[config.mk]
export PLATFORM = sky130hd
export DESIGN_NAME = tpg_box_mover
export DESIGN_NICKNAME = d
export VERILOG_FILES = /design/src/rtl/tpg_box_mover.sv
export SDC_FILE = /design/constraint.sdc
export NUM_CORES = 1
export LEC_CHECK = 0
export CAP_MARGIN = 20
export CORE_MARGIN = 2
export CORE_UTILIZATION = 45
export DETAILED_ROUTE_END_ITERATION = 12
export GPL_TIMING_DRIVEN = 0
export PLACE_DENSITY = 0.72
export SLEW_MARGIN = 30
export SYNTH_ARGS = -nofsm -noshare
export SYNTH_HDL_FRONTEND = slang
export SYNTH_SLANG_ARGS = --single-unit
[constraint.sdc]
create_clock -name clk_pixel -period 8.27 [get_ports clk_pixel]
set_input_delay 1.2405 -clock clk_pixel [delete_from_list [all_inputs] [get_ports clk_pixel]]
set_output_delay 1.2405 -clock clk_pixel [all_outputs]
set_load 0.02 [all_outputs]
[src/rtl/tpg_box_mover.sv]
// Bouncing-box position state; steps once per frame start while enabled.
module tpg_box_mover #(
    parameter int unsigned COORD_W  = 10,
    parameter int unsigned BOX_SIZE = 32,
    parameter int unsigned BOX_STEP = 2
) (
    input  logic               clk_pixel,
    input  logic               rst_n,
    input  logic               i_fs,
    input  logic               i_en,
    input  logic [COORD_W-1:0] i_sw,
    input  logic [COORD_W-1:0] i_sh,
    output logic [COORD_W-1:0] o_bx,
    output logic [COORD_W-1:0] o_by
);

    localparam logic [COORD_W-1:0] C_SPAN = COORD_W'(BOX_SIZE + BOX_STEP);
    localparam logic [COORD_W-1:0] C_STEP = COORD_W'(BOX_STEP);

    logic [COORD_W-1:0] r_bx;
    logic [COORD_W-1:0] r_by;
    logic               r_dx;
    logic               r_dy;

    // A direction flip costs one frame with the position held.
    function automatic logic [COORD_W:0] f_step(input logic dir,
                                                input logic [COORD_W-1:0] pos,
                                                input logic [COORD_W-1:0] size);
        if (!dir) begin
            if (pos + C_SPAN > size) return {1'b1, pos};
            return {1'b0, pos + C_STEP};
        end
        if (pos < C_STEP) return {1'b0, pos};
        return {1'b1, pos - C_STEP};
    endfunction

    always_ff @(posedge clk_pixel or negedge rst_n) begin
        if (!rst_n) begin
            r_bx <= '0;
            r_by <= '0;
            r_dx <= 1'b0;
            r_dy <= 1'b0;
        end else if (i_fs && i_en) begin
            {r_dx, r_bx} <= f_step(r_dx, r_bx, i_sw);
            {r_dy, r_by} <= f_step(r_dy, r_by, i_sh);
        end
    end

    assign o_bx = r_bx;
    assign o_by = r_by;

endmodule

Word level (Yosys, flattened, before mapping):

Cells that the tools add are included.

* RAM bits: 0
* bits in latches: 0
* bits in registers: 22
* output and inout bits: 20
* word-level logic and storage cells: 47
* memories: 0
* ROM bits: 0

* div/mod/pow operators: 0
* reductions and logical operators: 3
* $mul: 0
* muxes and demuxes: 28
* order comparisons: 4
* $add $sub $neg: 6
* bitwise operators: 0
* equal/unequal tests: 2
* shifts and indexed selects: 0

Operators by type and width (number)
* $mux W11: 12
* $add A10 B2 Y10 const B: 2
* $add A10 B6 Y10 const B: 2
* $gt A10 B10 Y1: 2
* $lt A10 B2 Y1 const B: 2
* $sub A10 B2 Y10 const B: 2
* $mux W1: 16
* $ne A3 B3 Y1 const B: 2
* $reduce_and A2 Y1: 2
* $logic_and A1 B1 Y1: 1

Longest topological paths before layout:

Gate-level depths: netlist of run 1.

* word-level depth: 10
* depth in mapped cells: 13
* mapped depth without buffers: 12

Worst setup path after synthesis of run 1:

OpenSTA, ideal clock, no wires.

* path kind: register to register
* start: reg r_by[1], in the netlist o_by[1]
* end: reg r_by[9], in the netlist o_by[9]
* setup time: 0.126 ns
* path slack: 4.939 ns
* arrival time: 3.205 ns
* data required time: 8.144 ns
* clock period less this slack: 3.331 ns
* stages on the path, launching flop included: 14
* cells stage by stage: dfrtp_1 ha_1 and3_1 o21ai_0 nor2_1 xor2_1 ha_1 nand4_1 nor2_1 a2111oi_1 o31a_1 buf_2 o21ai_0 a221o_1

* longest elaborated chain between the ends: 10
* elaborated cells between the ends (all ways): 18
* those cells by class: 3 x add/sub; 2 x order compare; 1 x eq/ne; 11 x mux; 1 x reduce/logical

Ends and longest elaborated chain
* start: declaration: line 21 `logic [COORD_W-1:0] r_by;`
* start signal: assignment: line 45 `{r_dy, r_by} <= f_step(r_dy, r_by, i_sh);`
* $add A10 B6 Y10: line 30 `if (pos + C_SPAN > size) return {1'b1, pos};`
* $gt A10 B10 Y1: line 30
* $mux W1: line 30
* $mux W1: line 29 `if (!dir) begin`
* $mux W1: line 43 `end else if (i_fs && i_en) begin`
* $mux W11: line 31 `return {1'b0, pos + C_STEP};`
* $mux W11: line 29
* $mux W11: line 33 `if (pos < C_STEP) return {1'b0, pos};`
* $mux W11: line 34 `return {1'b1, pos - C_STEP};`
* $mux W11: line 33

Several ways; a longest one is shown, not always the timed one. The select of a mux whose other input is x is not followed.
A chain may end at the register's enable or synchronous reset.

Worst setup path in the final report of run 1:

* start: in i_sh[4]
* end: reg r_by[9], in the netlist o_by[9]

* longest elaborated chain between the ends: 9

Ends and longest elaborated chain
* start: declaration: line 12 `input logic [COORD_W-1:0] i_sh,`
* $gt A10 B10 Y1 (*): line 30
* $mux W1 (*): line 30
* $mux W1 (*): line 29
* $mux W1 (*): line 43
* $mux W11 (*): line 31
* $mux W11 (*): line 29
* $mux W11: line 33
* $mux W11: line 34
* $mux W11 (*): line 33

Every way passes the cells marked *; elsewhere a longest branch is shown, timed or not. The select of a mux whose other input is x is not followed.

==> metrics.txt, run 1 <==
input/output buffers 41; multi-input combinational cell area ~1400 µm²; fin crit share 0.433; flop2flop setup slack approximately 4.7 ns; static power due to leakage ~1.1 nW; Total Wirelength 4.64 mm; diode count 0; Synth Register Bits 20; first-pass GRT wire length slightly above 8 mm; final net count about 350; Overflow after GRT 0; Clock Latency Late Sink between 0.2 and 0.3 ns; f_max between 0.2 and 0.3 GHz; Pre-Repair DR Iteration Count 4; DP Area 2560 µm²; Cell Area, Synth ~2100 µm²; initial DRC count 130; Synth async-reset ratio 1.00; CTS sink cnt 20; initial antenna violation count 0; Filler cells 417; core area about 4400 µm²; R2R cell count 13; HPWL Detailed approximately 3.7 mm; Root Driver clkbuf_8; clock tree buffer depth 2; hold wc startpoint o_bx[7]$_DFFE_PN0P_; worst r2r src o_by[1]$_DFFE_PN0P_; Clock transition at path regs approximately 0.07 ns; num rows 24; outcome completed; Pins Over Slew Limit 0; CP max stage delay roughly 0.55 ns; CP max FO 10; GRT Util Overall 0.195; Setup crit end kind flip-flop; DIE AREA a little over 5000 µm²; die height approximately 72 µm; hold_ws 0.568 ns; Vias/cell around 5.5; reg2reg end o_by[9]$_DFFE_PN0P_; # resized after CTS 0; final hold vios 0; Final Cell Area about 2600 µm²; CP cell instances clkdlybuf4s50_1, inv_1, ha_1, a21oi_1, a21boi_0, a2111oi_1, o31a_1, buf_2, o21ai_0, a221o_1; number of synthesized flops with an enable pin 0; die extent in x 72 µm; total CTS buffers 3; peak supply drop between 200 and 250 µV; Final Skew between 0.006 and 0.007 ns; Via Count 1939; Yosys warnings 0; share of layout cells above drive strength 1 0.0667; Avg Inst Size Synth slightly above 8 µm²; count of final setup violators 0; Pwr Density about 370 nW/µm²; largest net degree at the start of global routing 21; max capacitance violation total 0; Gate Count Post-Synth about 250; CP Data Required Time approximately 8.4 ns; WHS Endpoint o_bx[7]$_DFFE_PN0P_; number of I/O pins 44; GPL Wtd Cong between 0.8 and 0.9; H-tree depth 1; synth unique cells between 50 and 60; worst hold-check path type reg2reg; setup TNS 0 ns; RSZ-0062 raised after global routing false; min Tclk post-route ~3.6 ns; Slew headroom 0.533; CP arrival about 3.7 ns; Setup Fix Bufs, Post-CTS 0; CP Class in2reg; Hold Path Stages 1; critical path's top delay family compound AO/OA/AOI/OAI gates; WL/cell 13.2 µm; CP max-delay cell a2111oi_1; final core utilization 0.591; Main synth FF type dfrtp_1; post-synthesis sequential area ratio 0.241; area delta synth->final 25.4%; worst-margin pin slew 0.700 ns; vias in the first global route 1808; element type at the critical path start input pin; sequential standard cell area 500 µm²; CTS tree built; Antenna Violating Nets Remaining 0; CP bufs+invs 3; Starting Density 0.471; post-route DRC violation count 0; cts hold-fix bufs 0
## layout make-up
| type | count | area share |
|---|---|---|
| multi-input cells | 192 | 0.537 |
| flip-flops and latches | 20 | 0.192 |
| repair buffers | 41 | 0.155 |
| plain buffers | 19 | 0.0350 |
| inverters | 24 | 0.0345 |
| well taps | 52 | 0.0249 |
| clock buffers | 4 | 0.0211 |
## cell usage after synthesis, types with 2 or more instances
cell type  count  area [µm²]
nor3_1         4        20.0
o21ai_0        8        40.0
xor2_1         7        61.3
a21oi_1       15        75.1
a22o_1         2        17.5
nor3b_1        3        22.5
dfrtp_1       20         500
xnor2_1       20         175
a31oi_1        3        18.8
and3_1         8        50.1
clkbuf_1      12        45.0
nand2b_1       3        18.8
inv_1         24        90.1
ha_1          22         275
o21bai_1       2        15.0
buf_4          2        15.0
and4_1         2        17.5
nor4b_1        2        17.5
nor4_1         4        25.0
buf_2          4        20.0
nand3_1        8        40.0
nand2_1       16        60.1
nand4_1        4        25.0
nor2_1        16        60.1
o21ai_1        2        10.0
o221ai_1       3        26.3
o211ai_1       5        37.5
o31ai_1        2        15.0
## worst reg2reg max path: stages, from the launching register on
cell,delay (ns)
dfrtp_1,0.44
ha_1,0.26
and3_1,0.26
o21ai_0,0.27
nor2_1,0.10
xor2_1,0.15
ha_1,0.32
nand4_1,0.14
nor2_1,0.07
a2111oi_1,0.56
o31a_1,0.18
buf_2,0.22
o21ai_0,0.12
a221o_1,0.36
## state kept, by name (all words and copies together), names as in the netlist
signal  flops
o_bx        9
o_by        9
r_dx        1
r_dy        1
## through the flow
step | cells | power (mW) | worst slack [ns]
global placement | 348 | 0.863 | 4.46
CTS | 352 | 0.959 | 4.72
finish | 352 | 0.953 | 4.69
detailed placement | 348 | 0.878 | 4.45
floorplan | 255 | 0.675 | 4.94
global route | 352 | 1.05 | 4.44
## cells by family after synthesis
logic type | after synthesis | synth area share
muxes | 2 | 0.0102
xor gates and xnor gates | 27 | 0.114
and+or+nand+nor | 78 | 0.205
AOI/OAI and AO/OA | 61 | 0.209
buffers and inverters | 43 | 0.0872
other | 1 | 0.00180
adders and majority gates | 22 | 0.132
DFF | 20 | 0.241
## how the worst max path moves through the flow
stage	end	from	cells after the start
floorplan	o_by[9]$_DFFE_PN0P_	o_by[1]$_DFFE_PN0P_	13
global placement	o_by[9]$_DFFE_PN0P_	i_sh[4]	10
detailed placement	o_by[9]$_DFFE_PN0P_	i_sh[4]	10
CTS	o_by[9]$_DFFE_PN0P_	o_by[2]$_DFFE_PN0P_	13
global route	o_by[9]$_DFFE_PN0P_	o_by[1]$_DFFE_PN0P_	13
finish	o_by[9]$_DFFE_PN0P_	i_sh[4]	10
## report_power, final
| group | switching (mW) | internal [mW] |
|---|---|---|
| combinational | 0.376 | 0.306 |
| sequential | 0.0531 | 0.143 |
| clock | 0.0330 | 0.0424 |
## cells in the final DEF (no fill, tap or decap), types with 2 or more instances in the layout
master            n
buf_2             5
nor2_1           16
ha_1             22
nand3_1           8
xor2_1            7
nand4_1           4
nand2b_1          3
o211ai_1          5
and4_1            2
and3_1            8
nor3_1            4
clkbuf_8          4
o21ai_0           8
conb_1            2
a22o_1            2
o31ai_1           2
buf_4             2
nor4_1            4
xnor2_1          20
o221ai_1          3
nor3b_1           3
inv_1            24
o21bai_1          2
a31oi_1           3
nor4b_1           2
clkdlybuf4s50_1  40
o21ai_1           2
nand2_1          16
dfrtp_1          20
clkbuf_1         12
a21oi_1          15
## metal layers
layer,GRT usage,vias up,routed length (µm)
li1,-,998,-
met1,0.300,891,2360
met2,0.289,48,2000
met3,0.0347,2,253
met4,0.0314,0,16
met5,0,-,0
Power figures use the tool's default switching activity.
==> run 2: changes to the inputs <==
Clock period 8.27 ns to 3.7 ns, I/O delays scaled along.
==> run 2 against run 1 <==
Effect of this change: clock skew is essentially flat; hold slack lost 0.33 ns; sequential cell count unchanged; largest power group unchanged.
==> metrics.txt, run 2 (synthesized netlist as in run 1, its figures left out) <==
outcome completed; Pre-Repair DR Iteration Count 4 (unchanged); flop2flop setup slack 0.16 ns (-4.55 ns); RSZ-0062 raised after global routing true; CP Data Required Time 3.83 ns (-4.58 ns); Layout Cells excl Fill 352 (unchanged); Pins Over Slew Limit 0 (unchanged); worst hold-check path type in2async; CP max FO 9 (-1); worst-margin pin slew 0.704 ns (+0.00432 ns); fin crit share 0.957; CP bufs+invs 0 (-3); CP max stage delay 0.61 ns (+0.06 ns); Root Driver clkbuf_8; hold_ws 0.239 ns (-0.329 ns); input/output buffers 41 (unchanged); max capacitance violation total 0 (unchanged); element type at the critical path start flip-flop; most common cell after layout, fill and taps aside clkdlybuf4s50_1; CP cell instances ha_1, and3_1, o21ai_0, nor2_1, xor2_1, ha_1, nand2_1, o21ai_0, mux2i_1, o21bai_1, o221ai_1, xnor2_1; Final Skew 0.00628 ns (+0.0000584 ns); H-tree depth 1 (unchanged); diode count 0 (unchanged); Antenna Violating Nets Remaining 0 (unchanged); total CTS buffers 3 (unchanged); vias in the first global route 1808 (unchanged); first-pass GRT wire length 8.24 mm (unchanged); Clock Latency Late Sink 0.26 ns (about the same); num rows 24 (unchanged); Vias/cell 5.54 (+0.57%); Overflow after GRT 0 (unchanged); CTS tree built; Power, Total 2.14 mW (+120%); static power due to leakage 1.13 nW (+0.11%); CP Class reg2reg; Final Cell Area 2620 µm² (+0.19%); core area 4410 µm² (unchanged); cts hold-fix bufs 0 (unchanged); initial DRC count 160 (+23%); min Tclk post-route 3.54 ns; Placed Cells 348 (unchanged); die height 72 µm (unchanged); die extent in x 72 µm (unchanged); CP arrival 3.67 ns (-0.05 ns); peak supply drop 550 µV (+120%); area delta synth->final 25.7%; Clock transition at path regs 0.08 ns (about the same); Total Wirelength 4.66 mm (+0.50%); final hold vios 0 (unchanged); final net count 347 (unchanged); CP max-delay cell o21bai_1; GPL Wtd Cong 0.889 (unchanged); Slew headroom 0.530 (-0.00288); CTS sink cnt 20 (unchanged); GRT Util Overall 0.195 (unchanged); f_max between 0.2 and 0.3 GHz; DP Area 2560 µm² (unchanged); number of I/O pins 44 (unchanged); Via Count 1950 (+0.57%); post-route DRC violation count 0 (unchanged); DIE AREA 5180 µm² (unchanged); Setup crit end kind flip-flop; Starting Density 0.471 (unchanged); critical path's top delay family compound AO/OA/AOI/OAI gates; most frequent cells in the layout 40 x clkdlybuf4s50_1, 24 x inv_1, 22 x ha_1; count of final setup violators 0 (unchanged); setup TNS 0 ns (unchanged); WL/cell 13.2 µm (+0.50%); Pwr Density 820 nW/µm² (+120%); share of layout cells above drive strength 1 0.0700 (+0.00333); largest net degree at the start of global routing 21 (unchanged); HPWL Detailed 3.66 mm (unchanged); clock tree buffer depth 2 (unchanged); initial antenna violation count 0 (unchanged)
run 2: repair_timing:
item	CTS	global route
resized for setup	0	1
buffers inserted	0	0
setup endpoints to repair	0	7
run 2: stage by stage:
step | util | worst slack, ns
2_1_floorplan | - | 0.369
3_3_place_gp | 0.580 | 0.191
3_5_place_dp | 0.580 | 0.169
4_1_cts | 0.592 | 0.145
5_1_grt | 0.592 | -0.0717
6_report | 0.592 | 0.159
run 2: worst paths after layout:
check                                         start             endpoint  cells past startpoint
worst min-delay path                          rst_n  o_bx[2]$_DFFE_PN0P_                      1
min in group clk_pixel          o_bx[7]$_DFFE_PN0P_  o_bx[7]$_DFFE_PN0P_                      1
worst max register to register  o_by[1]$_DFFE_PN0P_  o_by[5]$_DFFE_PN0P_                     12
worst min register to register  o_bx[7]$_DFFE_PN0P_  o_bx[7]$_DFFE_PN0P_                      1
max in group asynchronous                     rst_n  o_bx[8]$_DFFE_PN0P_                      1
worst max-delay path            o_by[1]$_DFFE_PN0P_  o_by[5]$_DFFE_PN0P_                     12
run 2: final cells by class:
type / instances / area [µm²]
Buffer: 19 / 91.3
Clock buffer: 4 / 55.1
Fill cell: 420 / 1800
Inverter: 24 / 90.1
Multi-Input combinational cell: 192 / 1410
Sequential cell: 20 / 500
Tap cell: 52 / 65.1
Timing Repair Buffer: 41 / 405
run 2: power by group:
part / switching, mW / leakage [nW] / internal, mW
clock: 0.0737 / 0.0288 / 0.0948
sequential: 0.119 / 0.231 / 0.319
combinational: 0.848 / 0.867 / 0.689
total: 1.04 / 1.13 / 1.10
run 2: metal layers:
layer	vias to the layer above	global-route usage	part of all wire
met4	0	0.0314	0.0034
met3	2	0.0347	0.053
met1	903	0.300	0.51
met2	47	0.289	0.43
li1	998	-	-
met5	-	0	0
==> run 3: changes to the inputs <==
Settings changed: ABC_AREA set to 1, PLACE_DENSITY 0.72 to 0.7.
==> run 3 against run 2 <==
Effect of this change: die area is 16% higher; cell count is 43% higher; non-clock buffer count is 7 lower; sequential share of layout area is 2.5 points lower; synthesized area is 17% higher; register-to-register slack better by 0.65 ns; first-iteration DRC count is 5.6% higher; synthesized cell count is 53% higher; routed wire length is 21% higher; sequential cell count stayed put; fmax is 23% higher; clock-buffer cell count is 1 lower; critical path type unchanged; largest cell class unchanged.
==> metrics.txt, run 3 <==
share of layout cells above drive strength 1 0.0782 (+0.00816); max capacitance violation total 0 (unchanged); Synth async-reset ratio 1.00 (unchanged); Cell Area, Synth 2430 µm² (+17%); final worst slack 0.811 ns (+0.652 ns); HPWL Detailed 4.37 mm (+19%); Setup crit end kind flip-flop; peak supply drop 448 µV (-18%); Yosys warnings 0 (unchanged); total CTS buffers 3 (unchanged); Power, Total 2.18 mW (+1.5%); number of synthesized flops with an enable pin 0 (unchanged); vias in the first global route 2195 (+21%); element type at the critical path start flip-flop; top cell type's share of synthesized area 0.233 (-0.00738); DP Area 2930 µm² (+14%); WL/cell 11.2 µm (-16%); outcome completed; GRT Util Overall 0.196 (+0.00142); RSZ-0062 raised after global routing false; clock tree buffer depth 2 (unchanged); Int Pwr 1.05 mW (-4.5%); Starting Density 0.470 (-0.00137); Flop pwr share 0.185 (-0.019); count of final setup violators 0 (unchanged); initial DRC count 169 (+5.6%); largest net degree at the start of global routing 21 (unchanged); final hold vios 0 (unchanged); CP Class reg2reg; part of the power in combinational logic 0.711 (-0.006); Place WS 0.870 ns (+0.702 ns); cell depth of the worst setup path 16 (+4); Main synth FF type dfrtp_1; CP arrival 3.06 ns (-0.61 ns); Setup Fix Bufs, Post-CTS 0 (unchanged); most common cell after layout, fill and taps aside nand2_1; min Tclk post-route 2.89 ns (-0.652 ns); f_max 0.346 GHz (+23%); Clock Latency Late Sink 0.26 ns (about the same); die height 77.5 µm (+7.6%); post-synth top area cell nand2_1; Clk pwr share 0.104 (+0.025); Root Driver clkbuf_8; post-synthesis sequential area ratio 0.206 (-0.0347); die extent in x 77.5 µm (+7.6%); area delta synth->final 23.4%; synth top area cells nand2_1 23%, dfrtp_1 21%, ha_1 11%, inv_1 8.5%, xor2_1 7.2%; most frequent cells in the layout 151 x nand2_1, 55 x inv_1, 40 x clkdlybuf4s50_1; CP bufs+invs 0 (unchanged); Layout Cells excl Fill 505 (+43%); Total Wirelength 5.64 mm (+21%); Via Count 2362 (+21%); number of I/O pins 44 (unchanged); top post-synthesis cells by count 151 x nand2_1, 55 x inv_1, 34 x nor2_1, 22 x ha_1, 22 x nand3_1; Vias/cell 4.68 (-16%); initial antenna violation count 0 (unchanged); P_sw 1.12 mW (+7.8%); CP max FO 9 (unchanged); CTS sink cnt 20 (unchanged); input/output buffers 41 (unchanged); Pins Over Slew Limit 0 (unchanged); Overflow after GRT 0 (unchanged); Placed Cells 501 (+44%); Pre-Repair DR Iteration Count 4 (unchanged); post-route DRC violation count 0 (unchanged); fin crit share 0.781 (-0.176); Crit path top cell by count nand2_1; num rows 26 (+8.3%); Gate Count Post-Synth 389 (+53%); synth unique cells 28 (-53%); setup TNS 0 ns (unchanged); # resized after CTS 0 (unchanged); Final Cell Area 3000 µm² (+15%); H-tree depth 1 (unchanged); CP max stage delay 0.48 ns (-0.13 ns); Pwr Density 726 nW/µm² (-12%); first-pass GRT wire length 9.76 mm (+19%); Final Skew 0.00663 ns (+0.000346 ns); Synth Register Bits 20 (unchanged); Avg Inst Size Synth 6.25 µm² (-24%); DIE AREA 6010 µm² (+16%); Antenna Violating Nets Remaining 0 (unchanged); cell with the most instances after synthesis nand2_1; CP Data Required Time 3.87 ns (+0.04 ns); switching share of total power 0.516 (+0.0303); static power due to leakage 1.70 nW (+51%); CTS tree built; diode count 0 (unchanged); GPL Wtd Cong 0.901 (+1.4%); core area 5170 µm² (+17%); critical path's top delay family simple AND/OR/NAND/NOR gates; CP cell instances ha_1, nand2_1, o21ai_0, nand2_1, nor2_1, xor2_1, ha_1, nand2_1, nor2_1, nand4_1, nand3_1, nand2_1, nand2_1, nand2_1, nand2_1, nand2_1; CP max-delay cell dfrtp_1; Clock transition at path regs 0.09 ns (about the same); final net count 482 (+39%); R2R cell count 16 (+4); cts hold-fix bufs 0 (unchanged); worst hold-check path type in2async
[run 3: cell type report]
type	instances	area [µm²]
buffer	12	82.6
clock buffer	3	41.3
clock inverter	1	30.0
fill	504	2170
inverter	59	224
multi-input combinational	299	1630
sequential	20	500
tap	70	87.6
timing repair buffer	41	405
[run 3: kinds of logic (layout without fill, tap and decap cells)]
group                    Yosys count  count (layout)  synth area share
AND/OR/NAND/NOR                  230             230             0.410
AO/OA/AOI/OAI                     19              19            0.0468
adder cells (fa/ha/maj)           22              22             0.113
buffers and inverters             71             116             0.126
XOR/XNOR                          26              26            0.0968
flip-flops                        20              20             0.206
other                              1               2           0.00154
[run 3: routing by layer]
metal / GRT usage / routed length (µm) / vias to the layer above
li1: - / - / 1269
met3: 0.0209 / 349 / 4
met2: 0.317 / 2400 / 64
met5: 0 / 0 / -
met1: 0.287 / 2860 / 1025
met4: 0.0321 / 33 / 0
[run 3: through the flow]
step	util	hold WS, ns
2_1_floorplan	-	0.259
3_3_place_gp	0.567	0.554
3_5_place_dp	0.566	0.545
4_1_cts	0.580	0.261
5_1_grt	0.580	0.277
6_report	0.580	0.244
[run 3: worst paths after layout]
| path | from | endpoint | slack, ns |
|---|---|---|---|
| max in group asynchronous | rst_n | o_bx[2]$_DFFE_PN0P_ | 3.12 |
| worst min-delay path | rst_n | o_by[9]$_DFFE_PN0P_ | 0.24 |
| worst max register to register | o_by[2]$_DFFE_PN0P_ | o_by[2]$_DFFE_PN0P_ | 0.81 |
| worst min register to register | o_by[4]$_DFFE_PN0P_ | o_by[4]$_DFFE_PN0P_ | 0.57 |
| min in group clk_pixel | o_by[4]$_DFFE_PN0P_ | o_by[4]$_DFFE_PN0P_ | 0.57 |
| worst max-delay path | o_by[2]$_DFFE_PN0P_ | o_by[2]$_DFFE_PN0P_ | 0.81 |
[run 3: worst register-to-register path: cells and delay by family (launching register included)]
kind	cells	cell delay, ns
fa+ha+maj	2	0.53
simple gates	12	1.46
xor+xnor	1	0.08
compound gates	1	0.23
flops	1	0.48
[run 3: power groups by stage]
stage	clock, mW	combinational, mW	sequential (mW)
finish	0.227	1.55	0.402
global route	0.240	1.76	0.414
CTS	0.232	1.55	0.401
detailed placement	0	1.53	0.404
global placement	0	1.51	0.403
floorplan	0	1.05	0.477
